==> src/rtl/mac_operand_sequencer.sv <==
// rtl/mac_operand_sequencer.sv - buffers A/B operand vectors, streams them to a MAC, returns the dot product
// Optional feature macro: SEQ_ERR_ABORT_EN (stop streaming as soon as the MAC reports overflow)
module mac_operand_sequencer #(
    parameter int DATA_WIDTH  = 8,
    parameter int ACCUM_WIDTH = 2*DATA_WIDTH,
    parameter int MAX_LEN     = 16,
    parameter int LEN_WIDTH   = $clog2(MAX_LEN+1),
    parameter int ADDR_WIDTH  = $clog2(MAX_LEN)
) (
    input  logic                   clk,
    input  logic                   rst,
    input  logic                   wr_en,
    input  logic [ADDR_WIDTH-1:0]  wr_addr,
    input  logic [DATA_WIDTH-1:0]  wr_a,
    input  logic [DATA_WIDTH-1:0]  wr_b,
    input  logic                   start,
    input  logic [LEN_WIDTH-1:0]   len,
    output logic                   busy,
    output logic                   mac_clr,
    output logic                   mac_running,
    output logic [DATA_WIDTH-1:0]  mac_in1,
    output logic [DATA_WIDTH-1:0]  mac_in2,
    input  logic [ACCUM_WIDTH-1:0] mac_total,
    input  logic                   mac_err,
    output logic [ACCUM_WIDTH-1:0] result,
    output logic                   result_err,
    output logic                   result_valid,
    input  logic                   result_ready
);
    localparam logic [2:0] S_IDLE   = 3'd0;
    localparam logic [2:0] S_CLEAR  = 3'd1;
    localparam logic [2:0] S_STREAM = 3'd2;
    localparam logic [2:0] S_DRAIN  = 3'd3;
    localparam logic [2:0] S_DONE   = 3'd4;

    logic [2:0]             state_q, state_d;
    logic [LEN_WIDTH-1:0]   len_q, len_d;
    logic [LEN_WIDTH-1:0]   idx_q, idx_d;
    logic                   mac_clr_q, mac_clr_d;
    logic                   mac_running_q, mac_running_d;
    logic [DATA_WIDTH-1:0]  mac_in1_q, mac_in1_d;
    logic [DATA_WIDTH-1:0]  mac_in2_q, mac_in2_d;
    logic [ACCUM_WIDTH-1:0] result_q, result_d;
    logic                   result_err_q, result_err_d;
    logic                   result_valid_q, result_valid_d;
    logic                   abort;

    logic [DATA_WIDTH-1:0]  mem_a_q [MAX_LEN];
    logic [DATA_WIDTH-1:0]  mem_b_q [MAX_LEN];

`ifdef SEQ_ERR_ABORT_EN
    assign abort = mac_err;
`else
    assign abort = 1'b0;
`endif

    assign busy = (state_q == S_CLEAR) || (state_q == S_STREAM) || (state_q == S_DRAIN);

    // Operand buffer is deliberately not reset so vectors survive a run abort.
    always_ff @(posedge clk) begin
        if (wr_en && !busy) begin
            mem_a_q[wr_addr] <= wr_a;
            mem_b_q[wr_addr] <= wr_b;
        end
    end

    // idx_q always names the next pair to present; pair 0 is issued from CLEAR.
    always_comb begin
        state_d        = state_q;
        len_d          = len_q;
        idx_d          = idx_q;
        mac_clr_d      = 1'b0;
        mac_running_d  = 1'b0;
        mac_in1_d      = '0;
        mac_in2_d      = '0;
        result_d       = result_q;
        result_err_d   = result_err_q;
        result_valid_d = result_valid_q;
        case (state_q)
            S_IDLE: begin
                if (start) begin
                    state_d   = S_CLEAR;
                    mac_clr_d = 1'b1;
                    len_d     = (len > LEN_WIDTH'(MAX_LEN)) ? LEN_WIDTH'(MAX_LEN) : len;
                end
            end
            S_CLEAR: begin
                idx_d = '0;
                if (len_q == '0) begin
                    state_d = S_DRAIN;
                end else begin
                    state_d       = S_STREAM;
                    mac_running_d = 1'b1;
                    mac_in1_d     = mem_a_q[0];
                    mac_in2_d     = mem_b_q[0];
                    idx_d         = LEN_WIDTH'(1);
                end
            end
            S_STREAM: begin
                if ((idx_q == len_q) || abort) begin
                    state_d = S_DRAIN;
                end else begin
                    mac_running_d = 1'b1;
                    mac_in1_d     = mem_a_q[idx_q[ADDR_WIDTH-1:0]];
                    mac_in2_d     = mem_b_q[idx_q[ADDR_WIDTH-1:0]];
                    idx_d         = idx_q + LEN_WIDTH'(1);
                end
            end
            S_DRAIN: begin
                state_d        = S_DONE;
                result_d       = mac_total;
                result_err_d   = mac_err;
                result_valid_d = 1'b1;
            end
            S_DONE: begin
                if (result_ready) begin
                    state_d        = S_IDLE;
                    result_valid_d = 1'b0;
                end
            end
            default: state_d = S_IDLE;
        endcase
    end

    always_ff @(posedge clk) begin
        if (rst) begin
            state_q        <= S_IDLE;
            len_q          <= '0;
            idx_q          <= '0;
            mac_clr_q      <= 1'b0;
            mac_running_q  <= 1'b0;
            mac_in1_q      <= '0;
            mac_in2_q      <= '0;
            result_q       <= '0;
            result_err_q   <= 1'b0;
            result_valid_q <= 1'b0;
        end else begin
            state_q        <= state_d;
            len_q          <= len_d;
            idx_q          <= idx_d;
            mac_clr_q      <= mac_clr_d;
            mac_running_q  <= mac_running_d;
            mac_in1_q      <= mac_in1_d;
            mac_in2_q      <= mac_in2_d;
            result_q       <= result_d;
            result_err_q   <= result_err_d;
            result_valid_q <= result_valid_d;
        end
    end

    assign mac_clr      = mac_clr_q;
    assign mac_running  = mac_running_q;
    assign mac_in1      = mac_in1_q;
    assign mac_in2      = mac_in2_q;
    assign result       = result_q;
    assign result_err   = result_err_q;
    assign result_valid = result_valid_q;

endmodule
==> config.mk <==
export PLATFORM = sky130hd
export DESIGN_NAME = mac_operand_sequencer
export DESIGN_NICKNAME = d
export VERILOG_FILES = /design/src/rtl/mac_operand_sequencer.sv
export SDC_FILE = /design/constraint.sdc
export NUM_CORES = 1
export LEC_CHECK = 0
export BUFFER_PORTS_ARGS = -buffer_cell sky130_fd_sc_hd__buf_2
export CAP_MARGIN = 20
export CORE_MARGIN = 1
export CORE_UTILIZATION = 60
export CTS_CLUSTER_SIZE = 8
export DETAILED_ROUTE_END_ITERATION = 8
export PLACE_DENSITY = 0.79
export SYNTH_ARGS = -nofsm -noshare
export SYNTH_HDL_FRONTEND = slang
export SYNTH_SLANG_ARGS = --single-unit
==> constraint.sdc <==
create_clock -name clk -period 6 [get_ports clk]
set_clock_uncertainty 0.1 [all_clocks]
set_input_delay 0.3 -clock clk [delete_from_list [all_inputs] [get_ports clk]]
set_output_delay 0.3 -clock clk [all_outputs]
set_load 0.03 [all_outputs]
==> out/metrics.yaml <==
status: "finished clean"
hpwl_um: 15100
min_to: "len_q[4]$_SDFFE_PP0P_"
slew_headroom_pct: 42.7
place_inst: 1088
grt_pass1_wl_um: 39400
cts_tree: "yes"
start_kind: "flop"
maxCapViolCount: 0
viasPerCell: 6.07
areaGrowthSynthToFinish_pct: 18.0
worstMarginPinSlew_ns: 0.858
worstPathRequired_ns: 6.27
ys_ff_latch: 309
finalHoldViolCount: 0
place_congestion: 0.827
drc: 0
ys.flop_type: "edfxtp_1"
rows: 51
max_stage_delay_ns: 0.77
seq_area_frac_synth_pct: 72.8
reg2regPathDepth: 5
port_buffers: 83
clockBufferDepth: 3
initial_utilization_pct: 61.6
synth_warnings: 0
synth_edf_count: 256
final_nets: 937
dieArea_sq_mm: 0.0206
path_delay_family: "flip-flops"
nFillCells: 1161
dr_total_vias: 7157
diodes: 0
wl_per_cell_um: 22.1
worstReg2RegEnd: "mac_in1[1]$_SDFF_PP0_"
drt_wl_total_um: 26000
setup_viol: 0
die_y_um: 144
syn_avg_cell_area_sq_um: 15.8
htree_levels: 2
syn_area_sq_mm: 0.0120
setup_ws_ns: 2.97
syn_nets: 807
grt_pass1_vias: 7194
grt_use_total_pct: 26.1
timing.final.crit_period_ns: 3.03
place_ws_ns: 3.02
power_mw: 5.10
power_density_mw_per_mm2: 359
clock.fmax_mhz: 330
rsz0062_at_grt: "no"
utilization_pct: 72.7
path_clk_slew_ns: 0.05
async_reset_ff_share_pct: 0
clk_latency_ns: 0.53
root_buffer: "clkbuf_16"
design_area_sq_mm: 0.0142
path_max_fanout: 42
antenna_found_initial: 0
drtAntennaViolNets: 0
path_cells: "buf_4 > mux4_2 > nor2b_1 > o41ai_1 > o21ai_1"
r2r_slack_ns: 2.97
crit_buf_inv: 1
vdd_drop_max_uv: 217
cts_sinks: 309
hold_path_class: "in2reg"
critical_path_arrival_ns: 3.30
drv_slew: 0
core_area_sq_mm: 0.0195
die_w_um: 144
cp-end-kind: "flop"
finalSetupTns_ns: 0
first_pass_iters: 6
ys_types: 41
crit_type: "reg2reg"
drt-initial-drc-count: 777
ios: 84
slowest_stage: "dfxtp_4"
cts_made_buffers: 44
drive_above_1_share_pct: 21.4
cp.depth: 5
stdcell_count: 1179
grt.overflow.total: 0
syn_inst: 759
p_leak_nw: 4.76
post-route-period-util_pct: 50.4
post_dp_cell_area_sq_mm: 0.0127
grt_max_degree: 43
hold_path.startpoint: "len[4]"
whs_path_depth: 3
timing.hold.ws_ns: 0.0181
[power by group]
group          leakage (nW)  internal, mW  total [mW]  switching [mW]
clock network         0.595          1.37        2.20           0.830
logic                  1.43         0.151       0.457           0.306
registers              2.74          2.40        2.44          0.0456
total                  4.76          3.92        5.10            1.18
[layer usage]
metal / routed length (um) / vias to the layer above / part of all wire (%) / track usage [%]
met5: 0 / - / 0 / 0
met4: 722 / 0 / 2.8 / 10.5
met3: 1880 / 75 / 7.2 / 4.63
met2: 12900 / 307 / 50 / 42.5
met1: 10500 / 3617 / 40 / 35.0
li1: - / 3158 / - / -
[cell type report]
class | instances | area (sq um) | share of cell area (%)
flip-flops and latches | 309 | 8750 | 61.7
multi-input cells | 406 | 3070 | 21.7
clock buffers | 68 | 1210 | 8.54
repair buffers | 125 | 786 | 5.54
well taps | 265 | 332 | 2.34
clock inverters | 3 | 22.5 | 0.159
inverters | 3 | 11.3 | 0.0794
[cells in the final DEF (no fill, tap or decap), drive strengths merged, types with 2 or more instances in the layout]
cell type | netlist | final
a21oi | 29 | 29
a22o | 30 | 30
buf | 24 | 106
clkbuf | 17 | 69
dfxtp | 53 | 53
dlygate4sd3 | 0 | 18
edfxtp | 256 | 256
inv | 3 | 5
mux2 | 3 | 3
mux2i | 91 | 91
mux4 | 18 | 18
nand2 | 56 | 56
nand2b | 6 | 6
nand3 | 5 | 5
nand3b | 2 | 2
nor2 | 60 | 60
nor2b | 17 | 17
nor3 | 7 | 7
nor3b | 4 | 4
o21ai | 38 | 38
o41ai | 15 | 15
or2 | 3 | 3
or3 | 5 | 5
xor2 | 5 | 5
[worst reg2reg max path, delay by kind of cell, from the launching register on]
| kind | cells | cell delay, ns |
|---|---|---|
| AOI/OAI and AO/OA | 2 | 0.50 |
| buffers and inverters | 1 | 0.74 |
| DFF | 1 | 0.77 |
| muxes | 1 | 0.63 |
| and+or+nand+nor | 1 | 0.15 |
[worst max path at each step]
| stage | from | endpoint | slack, ns |
|---|---|---|---|
| finish | flop | mac_in1[1]$_SDFF_PP0_ | 2.97 |
| global route | flop | mac_in1[0]$_SDFF_PP0_ | 2.81 |
| CTS | flop | mac_in1[0]$_SDFF_PP0_ | 2.99 |
| detailed placement | flop | mac_in1[0]$_SDFF_PP0_ | 3.02 |
| global placement | flop | mac_in1[3]$_SDFF_PP0_ | 3.04 |
| floorplan | state_q[0]$_SDFFE_PP0P_ | mem_a_q[8][0]$_DFFE_PP_ | 3.16 |
[cell usage after synthesis, drive strengths merged (4+ instances only)]
| master | number | share of area (%) |
|---|---|---|
| mux4 | 18 | 3.4 |
| buf | 24 | 1.3 |
| o41ai | 15 | 1.8 |
| dfxtp | 53 | 8.8 |
| edfxtp | 256 | 64 |
| nor3b | 4 | 0.25 |
| or3 | 5 | 0.26 |
| mux2i | 91 | 7.6 |
| nand2 | 56 | 1.7 |
| nand2b | 6 | 0.31 |
| a22o | 30 | 2.2 |
| a21oi | 29 | 1.2 |
| nor2b | 17 | 0.88 |
| nor2 | 60 | 1.9 |
| xor2 | 5 | 0.36 |
| nand3 | 5 | 0.21 |
| o21ai | 38 | 1.6 |
| nor3 | 7 | 0.29 |
| clkbuf | 17 | 0.53 |
[cells by family after synthesis]
kind of cell               after synthesis  synth area share [%]
AOI/OAI and AO/OA                      117                  7.08
xor gates and xnor gates                 6                 0.437
adders and majority gates                1                 0.104
buffers and inverters                   44                  1.92
DFF                                    309                  72.8
muxes                                  112                  11.2
and+or+nand+nor                        170                  6.47
[flip-flops by register name, summed over array words and instances (netlist names), named ones only]
register      count
mem_a_q         128
mem_b_q         128
result           16
mac_in1           8
mac_in2           8
idx_q             5
len_q             5
state_q           3
mac_clr           1
mac_running       1
result_err        1
result_valid      1
[repair_timing]
item | CTS | global route
hold buffers | 18 | 0
buffers inserted | 0 | 0
hold endpoints to repair | 19 | 0
gates resized for setup | 0 | 0
No activity file was read; power rests on OpenSTA's default activity.
